### src/rtl/alu_writeback_pkg.sv
// Shared processor definitions for the ALU writeback stage: FSM state
// encoding and register-file write-target selectors.
package alu_writeback_pkg;

    typedef enum logic [1:0] {
        ST_IDLE  = 2'b00,
        ST_WR_LO = 2'b01,
        ST_WR_HI = 2'b10,
        ST_DONE  = 2'b11
    } wb_state_t;

    localparam logic [1:0] SEL_GPR = 2'b00;
    localparam logic [1:0] SEL_LO  = 2'b01;
    localparam logic [1:0] SEL_HI  = 2'b10;

endpackage

### src/rtl/alu_writeback.sv
// ALU writeback stage: captures a ZHI/ZLO result and retires it to the
// register file as one GPR write or a LO-then-HI pair, counting retirements.
module alu_writeback
    import alu_writeback_pkg::*;
#(
    parameter int DATA_W = 32,
    parameter int CNT_W  = 16
) (
    input  logic              clock,
    input  logic              clear_n,
    input  logic              in_valid,
    output logic              in_ready,
    input  logic [DATA_W-1:0] in_zhi,
    input  logic [DATA_W-1:0] in_zlo,
    input  logic              in_wide,
    input  logic [3:0]        in_dest,
    output logic              wr_en,
    output logic [1:0]        wr_sel,
    output logic [3:0]        wr_addr,
    output logic [DATA_W-1:0] wr_data,
    input  logic              wr_ack,
    output logic              done,
    output logic [CNT_W-1:0]  retired
);

    wb_state_t         state;
    wb_state_t         state_next;
    logic [DATA_W-1:0] z_hi;
    logic [DATA_W-1:0] z_lo;
    logic              z_wide;
    logic [3:0]        z_dest;
    logic              capture;

    assign capture = in_valid && (state == ST_IDLE);

    always_ff @(posedge clock or negedge clear_n) begin
        if (!clear_n) begin
            state <= ST_IDLE;
        end else begin
            state <= state_next;
        end
    end

    // Narrow writes to R0 skip the register file entirely but still retire.
    always_comb begin
        state_next = state;
        case (state)
            ST_IDLE: begin
                if (capture) begin
                    if (!in_wide && (in_dest == 4'd0)) begin
                        state_next = ST_DONE;
                    end else begin
                        state_next = ST_WR_LO;
                    end
                end
            end
            ST_WR_LO: begin
                if (wr_ack) begin
                    state_next = z_wide ? ST_WR_HI : ST_DONE;
                end
            end
            ST_WR_HI: begin
                if (wr_ack) begin
                    state_next = ST_DONE;
                end
            end
            ST_DONE: state_next = ST_IDLE;
            default: state_next = ST_IDLE;
        endcase
    end

    // Every output is a pure decode of registered state and Z registers.
    always_comb begin
        in_ready = 1'b0;
        wr_en    = 1'b0;
        wr_sel   = SEL_GPR;
        wr_addr  = 4'd0;
        wr_data  = '0;
        done     = 1'b0;
        case (state)
            ST_IDLE: in_ready = 1'b1;
            ST_WR_LO: begin
                wr_en   = 1'b1;
                wr_data = z_lo;
                if (z_wide) begin
                    wr_sel = SEL_LO;
                end else begin
                    wr_sel  = SEL_GPR;
                    wr_addr = z_dest;
                end
            end
            ST_WR_HI: begin
                wr_en   = 1'b1;
                wr_sel  = SEL_HI;
                wr_data = z_hi;
            end
            ST_DONE: done = 1'b1;
            default: ;
        endcase
    end

    always_ff @(posedge clock or negedge clear_n) begin
        if (!clear_n) begin
            z_hi   <= '0;
            z_lo   <= '0;
            z_wide <= 1'b0;
            z_dest <= 4'd0;
        end else if (capture) begin
            z_hi   <= in_zhi;
            z_lo   <= in_zlo;
            z_wide <= in_wide;
            z_dest <= in_dest;
        end
    end

    always_ff @(posedge clock or negedge clear_n) begin
        if (!clear_n) begin
            retired <= '0;
        end else if (state == ST_DONE) begin
            retired <= retired + 1'b1;
        end
    end

endmodule

### config.mk
export PLATFORM = sky130hd
export DESIGN_NAME = alu_writeback
export DESIGN_NICKNAME = d
export VERILOG_FILES = /design/src/rtl/alu_writeback_pkg.sv /design/src/rtl/alu_writeback.sv
export SDC_FILE = /design/constraint.sdc
export NUM_CORES = 1
export LEC_CHECK = 0
export ABC_CLOCK_PERIOD_IN_PS = 2100
export BUFFER_PORTS_ARGS = -buffer_cell sky130_fd_sc_hd__clkbuf_2
export CORE_AREA = 3 3 151 80
export DETAILED_ROUTE_END_ITERATION = 6
export DIE_AREA = 0 0 154 83
export GPL_ROUTABILITY_DRIVEN = 0
export SYNTH_ARGS = -nofsm -noshare
export SYNTH_HDL_FRONTEND = slang
export SYNTH_SLANG_ARGS = --single-unit
### constraint.sdc
create_clock -name clock -period 2.1 [get_ports clock]
set_clock_uncertainty 0.1 [all_clocks]
set_input_delay 0.105 -clock clock [delete_from_list [all_inputs] [get_ports clock]]
set_output_delay 0.105 -clock clock [all_outputs]
set_load 0.02 [all_outputs]
==> impl_metrics.csv, run 1 <==
group,metric,value,unit
run_status,status,"completed",
setup_path,critPathKind,"reg2out",
sta,period_share,94.8,%
global_routing,grt_use_total,15.3,%
synthesis,syn_area_per_cell,14.1,µm²
die,io_pins,130,
route,drtPass1Iterations,6,
sta,setup_viol,0,
global_routing,grt_pass1_wl,15.9,mm
sta,tns,0,ns
global_routing,grt-ovfl-total,0,
synthesis,synth_cells,268,
final_layout,fill_cells,933,
power,switching_power,0.00288,W
die,core-area,10800,µm²
power,p_clk_share,18.6,%
placed_design,dpl.hpwl,5.90,mm
sta,hold_violations,0,
clock_network,clk-insertion-delay-late,0.32,ns
synthesis,yosysUniqueCellTypes,24,
sta,worstMarginPinSlew,0.649,ns
route,routed_via_density,4.73,
clock_network,clk_pin_slew,0.06,ns
setup_path,start_kind,"flop",
die,die-area,12800,µm²
route,ant_nets,0,
final_layout,fin_nets,555,
synthesis,yosysTopAreaCell,"dfrtp_1",
synthesis,yosysWarningCount,0,
power,power.density,1410,nW/µm²
synthesis,yosysMostFrequentCell,"dfrtp_1",
setup_path,critical_path_arrival,1.78,ns
global_routing,grt_max_degree,51,
final_layout,areaGrowthSynthToFinish,52.4,%
global_routing,grt_pass1_vias,3214,
job,max-cap-violations,0,
synthesis,netlist_area,3770,µm²
power,swShare,35.6,%
final_layout,layout-drive-gt1-share,49.0,%
clock_network,clockBufferDepth,2,
sta,min_period,1.99,ns
route,wl,9.53,mm
power,peakVddDrop,569,µV
clock_network,cts_root_buffer,"clkbuf_16",
power,power,0.00808,W
synthesis,ys_seq_area_share,57.7,%
hold_path,hp-class,"in2reg",
synthesis,synth_edf_count,0,
route,vias,2955,
synthesis,yosys-top-cells-area,"dfrtp_1, mux2_2, a22o_1, ha_1, xnor2_1",
route,drc,0,
synthesis,synth.top_cell.area_share,57.7,%
clock_network,clkSinkCount,87,
setup_path,worstPathMaxFanout,16,
sta,relSlewSlack,56.7,%
route,wire_per_inst,15.3,µm
synthesis,ys.flop_type,"dfrtp_1",
global_routing,antenna_found_initial,0,
route,drt-initial-drc-count,102,
clock_network,cts.htree.levels,3,
sta,report.final.slew_viol_count,0,
die,die_width,154,µm
placed_design,portBuffers,129,
power,comb_power_share,46.1,%
sta,rsz0062_at_grt,"false",
setup_path,required,1.89,ns
setup_path,end_kind,"primary output",
synthesis,synth_seq_cells,87,
power,power.leakage,2.78,nW
sta,max_freq,503,MHz
die,start_util,34.8,%
clock_network,numCtsBuffers,9,
power,p_int,0.00520,W
synthesis,synth_common_cells,"dfrtp_1, mux2_2, a22o_1",
die,fp-row-count,27,
synthesis,syn_nets,347,
final_layout,diodes,0,
clock_network,cts_tree,"done",
synthesis,synthArstFlopShare,100,%
power,seqPwrFrac,35.3,%
die,die_y,83,µm
## layer usage
layer  track usage, %  part of all wire (%)  routed length [µm]  vias up
met3             3.64                   2.9                 273       16
met2             28.0                    53                5060       58
met1             17.7                    42                4010     1494
li1                 -                     -                   -     1387
met4             5.13                   2.1                 196        0
met5                0                     0                   0        -
## metrics by stage
stage | std cells | worst slack, ns | hold slack [ns] | util, % | cell area [µm²]
floorplan | 268 | 0.144 | -0.291 | - | 3770
global placement | 533 | 0.284 | 0.0901 | 42.9 | 4650
detailed placement | 533 | 0.238 | 0.0861 | 42.9 | 4650
CTS | 624 | 0.0512 | 0.0203 | 52.8 | 5720
global route | 625 | 0.0219 | 0.0350 | 53.0 | 5750
finish | 625 | 0.110 | 0.0344 | 53.0 | 5750
## worst paths after layout
path	start	end	slack, ns	cells past startpoint
min in group asynchronous	clear_n	retired[10]	0.25	2
worst min register to register	retired[15]	retired[15]	0.38	1
worst min-delay path	wr_ack	state[0]	0.03	3
worst max register to register	state[1]	retired[11]	0.15	7
worst max-delay path	state[1]	wr_data[4]	0.11	6
max in group asynchronous	clear_n	z_lo[19]	1.02	3
## layout by cell type (no fill, tap or decap), drive strengths merged
cell	count
clkbuf	141
dfrtp	87
mux2	70
dlygate4sd3	70
a22o	34
buf	14
xnor2	8
xor2	7
nand3	6
and2	6
ha	6
nand2	5
and3	4
nor3	4
nor2	3
inv	3
and4	3
nand4	3
clkinvlp	2
nor2b	1
o21bai	1
o21ai	1
a22oi	1
## state kept, by name (all words and copies together) (netlist names)
name	flops
z_lo	32
state	2
z_hi	32
retired	16
z_dest	4
z_wide	1
## power by group through the flow
stage / logic (W) / clock network, W / registers (W)
floorplan: 0.00231 / 0 / 0.00283
CTS: 0.00365 / 0.00156 / 0.00285
detailed placement: 0.00333 / 0 / 0.00289
finish: 0.00372 / 0.00150 / 0.00286
global placement: 0.00330 / 0 / 0.00287
global route: 0.00403 / 0.00163 / 0.00296
## final cells by class
cell class / count / area [µm²] / share of cell area, %
repair buffers: 212 / 1560 / 27.0
inverters: 3 / 11.3 / 0.196
well taps: 145 / 181 / 3.15
flip-flops and latches: 87 / 2180 / 37.9
clock inverters: 2 / 15.0 / 0.261
multi-input cells: 163 / 1540 / 26.8
clock buffers: 13 / 270 / 4.70
## what timing repair did
item | 4_1_cts | 5_1_grt
hold endpoints to repair | 118 | 0
gates resized for setup | 8 | 3
buffers inserted | 5 | 0
gates cloned | 1 | 1
setup endpoints to repair | 32 | 5
pin swaps | 0 | 0
hold buffers | 70 | 0
## logic make-up (layout without fill, tap and decap cells)
logic type,after synthesis,count (layout),share of synthesized area (%)
mux,70,70,20.9
xor+xnor,15,15,3.48
flops,87,87,57.7
fa+ha+maj,6,6,1.99
buf+inv,18,230,2.09
simple gates,35,35,5.47
compound gates,37,37,8.42
## critical path: stages (launching register included)
cell and delay, ns:
dfrtp_1 0.39, buf_4 0.14, ha_2 0.18, and2_4 0.19, buf_12 0.16, a22o_1 0.25, buf_2 0.16
Note: power is estimated with default switching activity, not from simulation.
==> run 2, diff against run 1 <==
--- a/config.mk
+++ b/config.mk
@@ -6,10 +6,10 @@
 export NUM_CORES = 1
 export LEC_CHECK = 0
 export ABC_CLOCK_PERIOD_IN_PS = 2100
-export BUFFER_PORTS_ARGS = -buffer_cell sky130_fd_sc_hd__clkbuf_2
 export CORE_AREA = 3 3 151 80
 export DETAILED_ROUTE_END_ITERATION = 6
 export DIE_AREA = 0 0 154 83
+export DONT_BUFFER_PORTS = 1
 export GPL_ROUTABILITY_DRIVEN = 0
 export SYNTH_ARGS = -nofsm -noshare
 export SYNTH_HDL_FRONTEND = slang
==> impl_metrics.csv, run 2 (same netlist as run 1, synthesis figures left out) <==
group,metric,value,unit
power,p_int,0.00486,W
clock_network,clkSinkCount,87,
route,drc,0,
setup_path,required,1.89,ns
sta,whs,-0.639,ns
final_layout,top_regs,"z_hi (32), z_lo (32), retired (16)",
sta,report.final.slew_viol_count,0,
setup_path,reg2reg_from,"state[1]",
final_layout,stdcell_area,5090,µm²
clock_network,cts.htree.levels,3,
clock_network,clk-insertion-delay-late,0.33,ns
setup_path,r2r_slack,0.31,ns
setup_path,cp_cell_sequence,"inv_2, ha_1, and2_2, clkbuf_16, a22o_2",
sta,rsz0062_at_grt,"false",
setup_path,critical_path_arrival,1.81,ns
route,drt-initial-drc-count,130,
final_layout,fin_nets,425,
power,power.leakage,2.24,nW
sta,setup_viol,0,
sta,relSlewSlack,76.0,%
die,die_y,83,µm
run_status,status,"complete, but fails checks",
sta,tns,0,ns
power,peakVddDrop,493,µV
power,swShare,36.2,%
die,io_pins,130,
power,power.density,1490,nW/µm²
global_routing,grt_max_degree,88,
final_layout,diodes,0,
final_layout,mostFrequentLayoutCell,"dfrtp_1",
route,routed_via_density,5.05,
clock_network,cts_tree,"done",
placed_design,dpl.hpwl,5.79,mm
setup_path,start_kind,"flop",
setup_path,rr_worst_depth,5,
route,ant_nets,0,
route,wl,9.04,mm
final_layout,layout-drive-gt1-share,38.3,%
setup_path,crit_buf_inv,2,
power,seqPwrFrac,39.1,%
final_layout,fill_cells,931,
setup_path,end_kind,"primary output",
setup_path,critPathKind,"reg2out",
route,wire_per_inst,18.3,µm
setup_path,worst_r2r_endpoint,"retired[11]",
run_status,violations,"hold timing",
final_layout,fin_util,47.0,%
die,start_util,34.8,%
setup_path,slowest_delay,0.39,ns
die,die-area,12800,µm²
power,switching_power,0.00275,W
job,max-cap-violations,0,
setup_path,cpLargestDelayFamily,"flip-flops",
power,p_clk_share,19.9,%
placed_design,place_area,3990,µm²
clock_network,cts_root_buffer,"clkbuf_16",
clock_network,clockBufferDepth,2,
clock_network,clk_pin_slew,0.06,ns
global_routing,grt-ovfl-total,0,
route,drtPass1Iterations,4,
die,die_width,154,µm
setup_path,worstPathMaxFanout,15,
route,vias,2501,
clock_network,ctsHoldBuffers,71,
global_routing,grt_pass1_vias,2802,
die,fp-row-count,27,
sta,hold_violations,87,
final_layout,final_cell_mix,"dfrtp_1, dlygate4sd3_1, mux2_2, a22o_2, clkbuf_16",
global_routing,grt_pass1_wl,14.5,mm
setup_path,cpMaxStageDelayCell,"dfrtp_1",
final_layout,areaGrowthSynthToFinish,35.0,%
sta,max_freq,495,MHz
power,comb_power_share,41.0,%
die,core-area,10800,µm²
global_routing,grt_use_total,14.1,%
hold_path,hp-class,"in2async",
clock_network,postCtsSetupBuffers,0,
sta,worstMarginPinSlew,0.358,ns
sta,period_share,96.1,%
sta,min_period,2.02,ns
clock_network,numCtsBuffers,9,
global_routing,antenna_found_initial,0,
placed_design,portBuffers,0,
## run 2: repair_timing
action / 4_1_cts / 5_1_grt
endpoints found under the hold margin: 158 / 87
setup endpoints to repair: 32 / 32
gates cloned: 0 / 1
resized for setup: 34 / 5
## run 2: cell type report
type	count	area (µm²)	share of cell area, %
sequential	87	2180	42.7
multi-input combinational	163	1590	31.2
timing repair buffer	82	852	16.7
clock buffer	13	270	5.30
tap	145	181	3.56
clock inverter	2	13.8	0.270
inverter	3	11.3	0.221
## run 2: worst register-to-register path: stages (launching register included)
cell	delay, ns
dfrtp_1	0.42
ha_1	0.24
nand4_2	0.14
nor3_2	0.36
and4_1	0.26
xor2_1	0.18
## run 2: power by group through the flow
stage	clock network, W	registers [W]	logic [W]
floorplan	0	0.00283	0.00231
global placement	0	0.00293	0.00269
detailed placement	0	0.00298	0.00279
CTS	0.00155	0.00295	0.00306
global route	0.00164	0.00307	0.00332
finish	0.00151	0.00298	0.00312
## run 2: through the flow
step / total power, W / worst slack (ns) / std cells / hold slack, ns
after global placement: 0.00562 / 0.279 / 408 / -0.289
final: 0.00761 / 0.0812 / 495 / -0.639
after global routing: 0.00803 / 0.0163 / 495 / -0.665
after detailed placement: 0.00577 / 0.202 / 408 / -0.289
after floorplan: 0.00514 / 0.144 / 268 / -0.291
after CTS: 0.00757 / 0.0180 / 494 / -0.652
## run 2: worst max path at each step
stage,endpoint,depth (start not counted),startpoint,slack [ns]
2_1_floorplan,wr_data[10],6,state[1],0.14
3_3_place_gp,wr_data[31],5,state[1],0.28
3_5_place_dp,wr_data[3],5,state[1],0.20
4_1_cts,wr_data[4],6,state[0],0.02
5_1_grt,wr_data[29],5,state[0],0.02
6_report,wr_data[8],5,state[0],0.08
## run 2: routing by layer
layer  up-vias  GRT usage (%)  routed length, µm
met1      1300           14.8               3460
met5         -              0                  0
met4         0           5.37                159
li1       1126              -                  -
met2        60           26.2               5030
met3        15           4.58                396
==> run 3, diff against run 2 <==
--- a/config.mk
+++ b/config.mk
@@ -6,11 +6,12 @@
 export NUM_CORES = 1
 export LEC_CHECK = 0
 export ABC_CLOCK_PERIOD_IN_PS = 2100
-export CORE_AREA = 3 3 151 80
+export CORE_AREA = 3 3 115 62
 export DETAILED_ROUTE_END_ITERATION = 6
-export DIE_AREA = 0 0 154 83
+export DIE_AREA = 0 0 118 65
 export DONT_BUFFER_PORTS = 1
 export GPL_ROUTABILITY_DRIVEN = 0
+export PLACE_DENSITY = 0.76
 export SYNTH_ARGS = -nofsm -noshare
 export SYNTH_HDL_FRONTEND = slang
 export SYNTH_SLANG_ARGS = --single-unit
==> impl_metrics.csv, run 3 (same netlist as run 1, synthesis figures left out) <==
group,metric,value,unit
run_status,status,"complete, but fails checks",
run_status,violations,"hold timing",
global_routing,grt_pass1_vias,2866,
die,io_pins,130,
sta,setup_viol,0,
sta,report.final.slew_viol_count,0,
hold_path,hp-class,"in2async",
global_routing,antenna_found_initial,0,
die,fp-row-count,20,
clock_network,clkSinkCount,87,
power,power.density,1550,nW/µm²
final_layout,mostFrequentLayoutCell,"dfrtp_1",
final_layout,fin_nets,423,
sta,hold_violations,87,
global_routing,grt_pass1_wl,14.9,mm
clock_network,cts.htree.levels,3,
route,ant_nets,0,
setup_path,slowest_delay,0.44,ns
final_layout,diodes,0,
route,routed_via_density,5.77,
power,power.leakage,2.29,nW
die,core-area,6080,µm²
clock_network,clk_pin_slew,0.06,ns
die,die_width,118,µm
setup_path,start_kind,"flop",
final_layout,areaGrowthSynthToFinish,35.3,%
setup_path,r2r_slack,0.37,ns
power,power,0.00792,W
placed_design,dpl.hpwl,5.31,mm
die,die_y,65,µm
die,start_util,62.1,%
sta,max_freq,496,MHz
clock_network,numCtsBuffers,9,
power,peakVddDrop,929,µV
clock_network,cts_root_buffer,"clkbuf_16",
sta,period_share,96.1,%
placed_design,portBuffers,0,
setup_path,cpMaxStageDelayCell,"dfrtp_2",
sta,min_period,2.02,ns
clock_network,clockBufferDepth,2,
sta,whs,-0.632,ns
clock_network,ctsHoldBuffers,71,
setup_path,cp_cell_sequence,"inv_1, ha_4, and2_1, buf_12, a22o_2",
setup_path,end_kind,"primary output",
clock_network,cts_tree,"done",
final_layout,fin_util,84.0,%
final_layout,layout-drive-gt1-share,38.4,%
route,wire_per_inst,20.4,µm
global_routing,grt_use_total,25.1,%
job,max-cap-violations,0,
setup_path,required,1.89,ns
final_layout,fill_cells,332,
clock_network,clk-insertion-delay-late,0.33,ns
sta,relSlewSlack,74.5,%
sta,tns,0,ns
sta,worstMarginPinSlew,0.383,ns
route,drt-initial-drc-count,135,
global_routing,grt_max_degree,88,
die,die-area,7670,µm²
route,drc,0,
setup_path,worstPathMaxFanout,18,
sta,rsz0062_at_grt,"false",
global_routing,grt-ovfl-total,0,
final_layout,final_cell_mix,"dfrtp_1, dlygate4sd3_1, mux2_2, a22o_2, a22o_4",
setup_path,critPathKind,"reg2out",
final_layout,top_regs,"z_hi (32), z_lo (32), retired (16)",
route,drtPass1Iterations,6,
route,wl,8.90,mm
route,vias,2521,
setup_path,critical_path_arrival,1.81,ns
[run 3: cell types whose count changed in the layout (fill, tap and decap cells not counted), moves of 2 or more]
cell      change
a22o_4        +9
a22o_2        -8
buf_4         -2
clkbuf_8      +2
[run 3: where the power goes]
group / total, W / internal, W / switching, W
clock network: 0.00168 / 0.00108 / 0.000599
registers: 0.00306 / 0.00244 / 0.000612
logic: 0.00318 / 0.00157 / 0.00161
[run 3: worst paths after layout]
check                      cells after the start           to        from
setup / recovery                               5  wr_data[20]    state[1]
hold / removal                                 0    z_dest[0]     clear_n
setup reg to reg                               5  retired[10]  retired[0]
hold reg to reg                                1      z_lo[3]     z_lo[3]
max in group asynchronous                      0      z_hi[7]     clear_n
min in group clock                             3     state[1]  in_dest[2]
[run 3: layout make-up]
cell class                      instances  area, µm²  area share (%)
Sequential cell                        87       2180            42.6
Tap cell                               88        110            2.16
Timing Repair Buffer                   80        823            16.1
Multi-Input combinational cell        163       1660            32.4
Clock buffer                           14        294            5.76
Inverter                                3       11.3           0.220
Clock inverter                          2       35.0           0.686
[run 3: worst max-delay path, delay by kind of cell, from the launching register on]
family / cells / cell delay, ns
flops: 1 / 0.44
simple gates: 1 / 0.19
fa+ha+maj: 1 / 0.22
compound gates: 1 / 0.33
buf+inv: 2 / 0.30
[run 3: metrics by stage]
stage	cell area, µm²	hold slack [ns]	cells	worst slack (ns)
after floorplan	3770	-0.291	268	0.144
after global placement	3910	-0.289	350	0.430
after detailed placement	3910	-0.289	350	0.338
after CTS	5090	-0.645	437	-0.00597
after global routing	5110	-0.648	437	0.0316
final	5110	-0.632	437	0.0819
[run 3: metal layers]
layer	vias to the layer above	global-route usage (%)	routed length, µm
li1	1130	-	-
met1	1290	27.7	3500
met2	83	45.8	4680
met3	18	8.46	514
met4	0	9.49	209
met5	-	0	0
[run 3: what timing repair did]
item,in CTS,in global routing
endpoints found under the hold margin,158,87
gates resized for setup,38,10
setup buffers,0,0
endpoints found under the setup margin,32,32
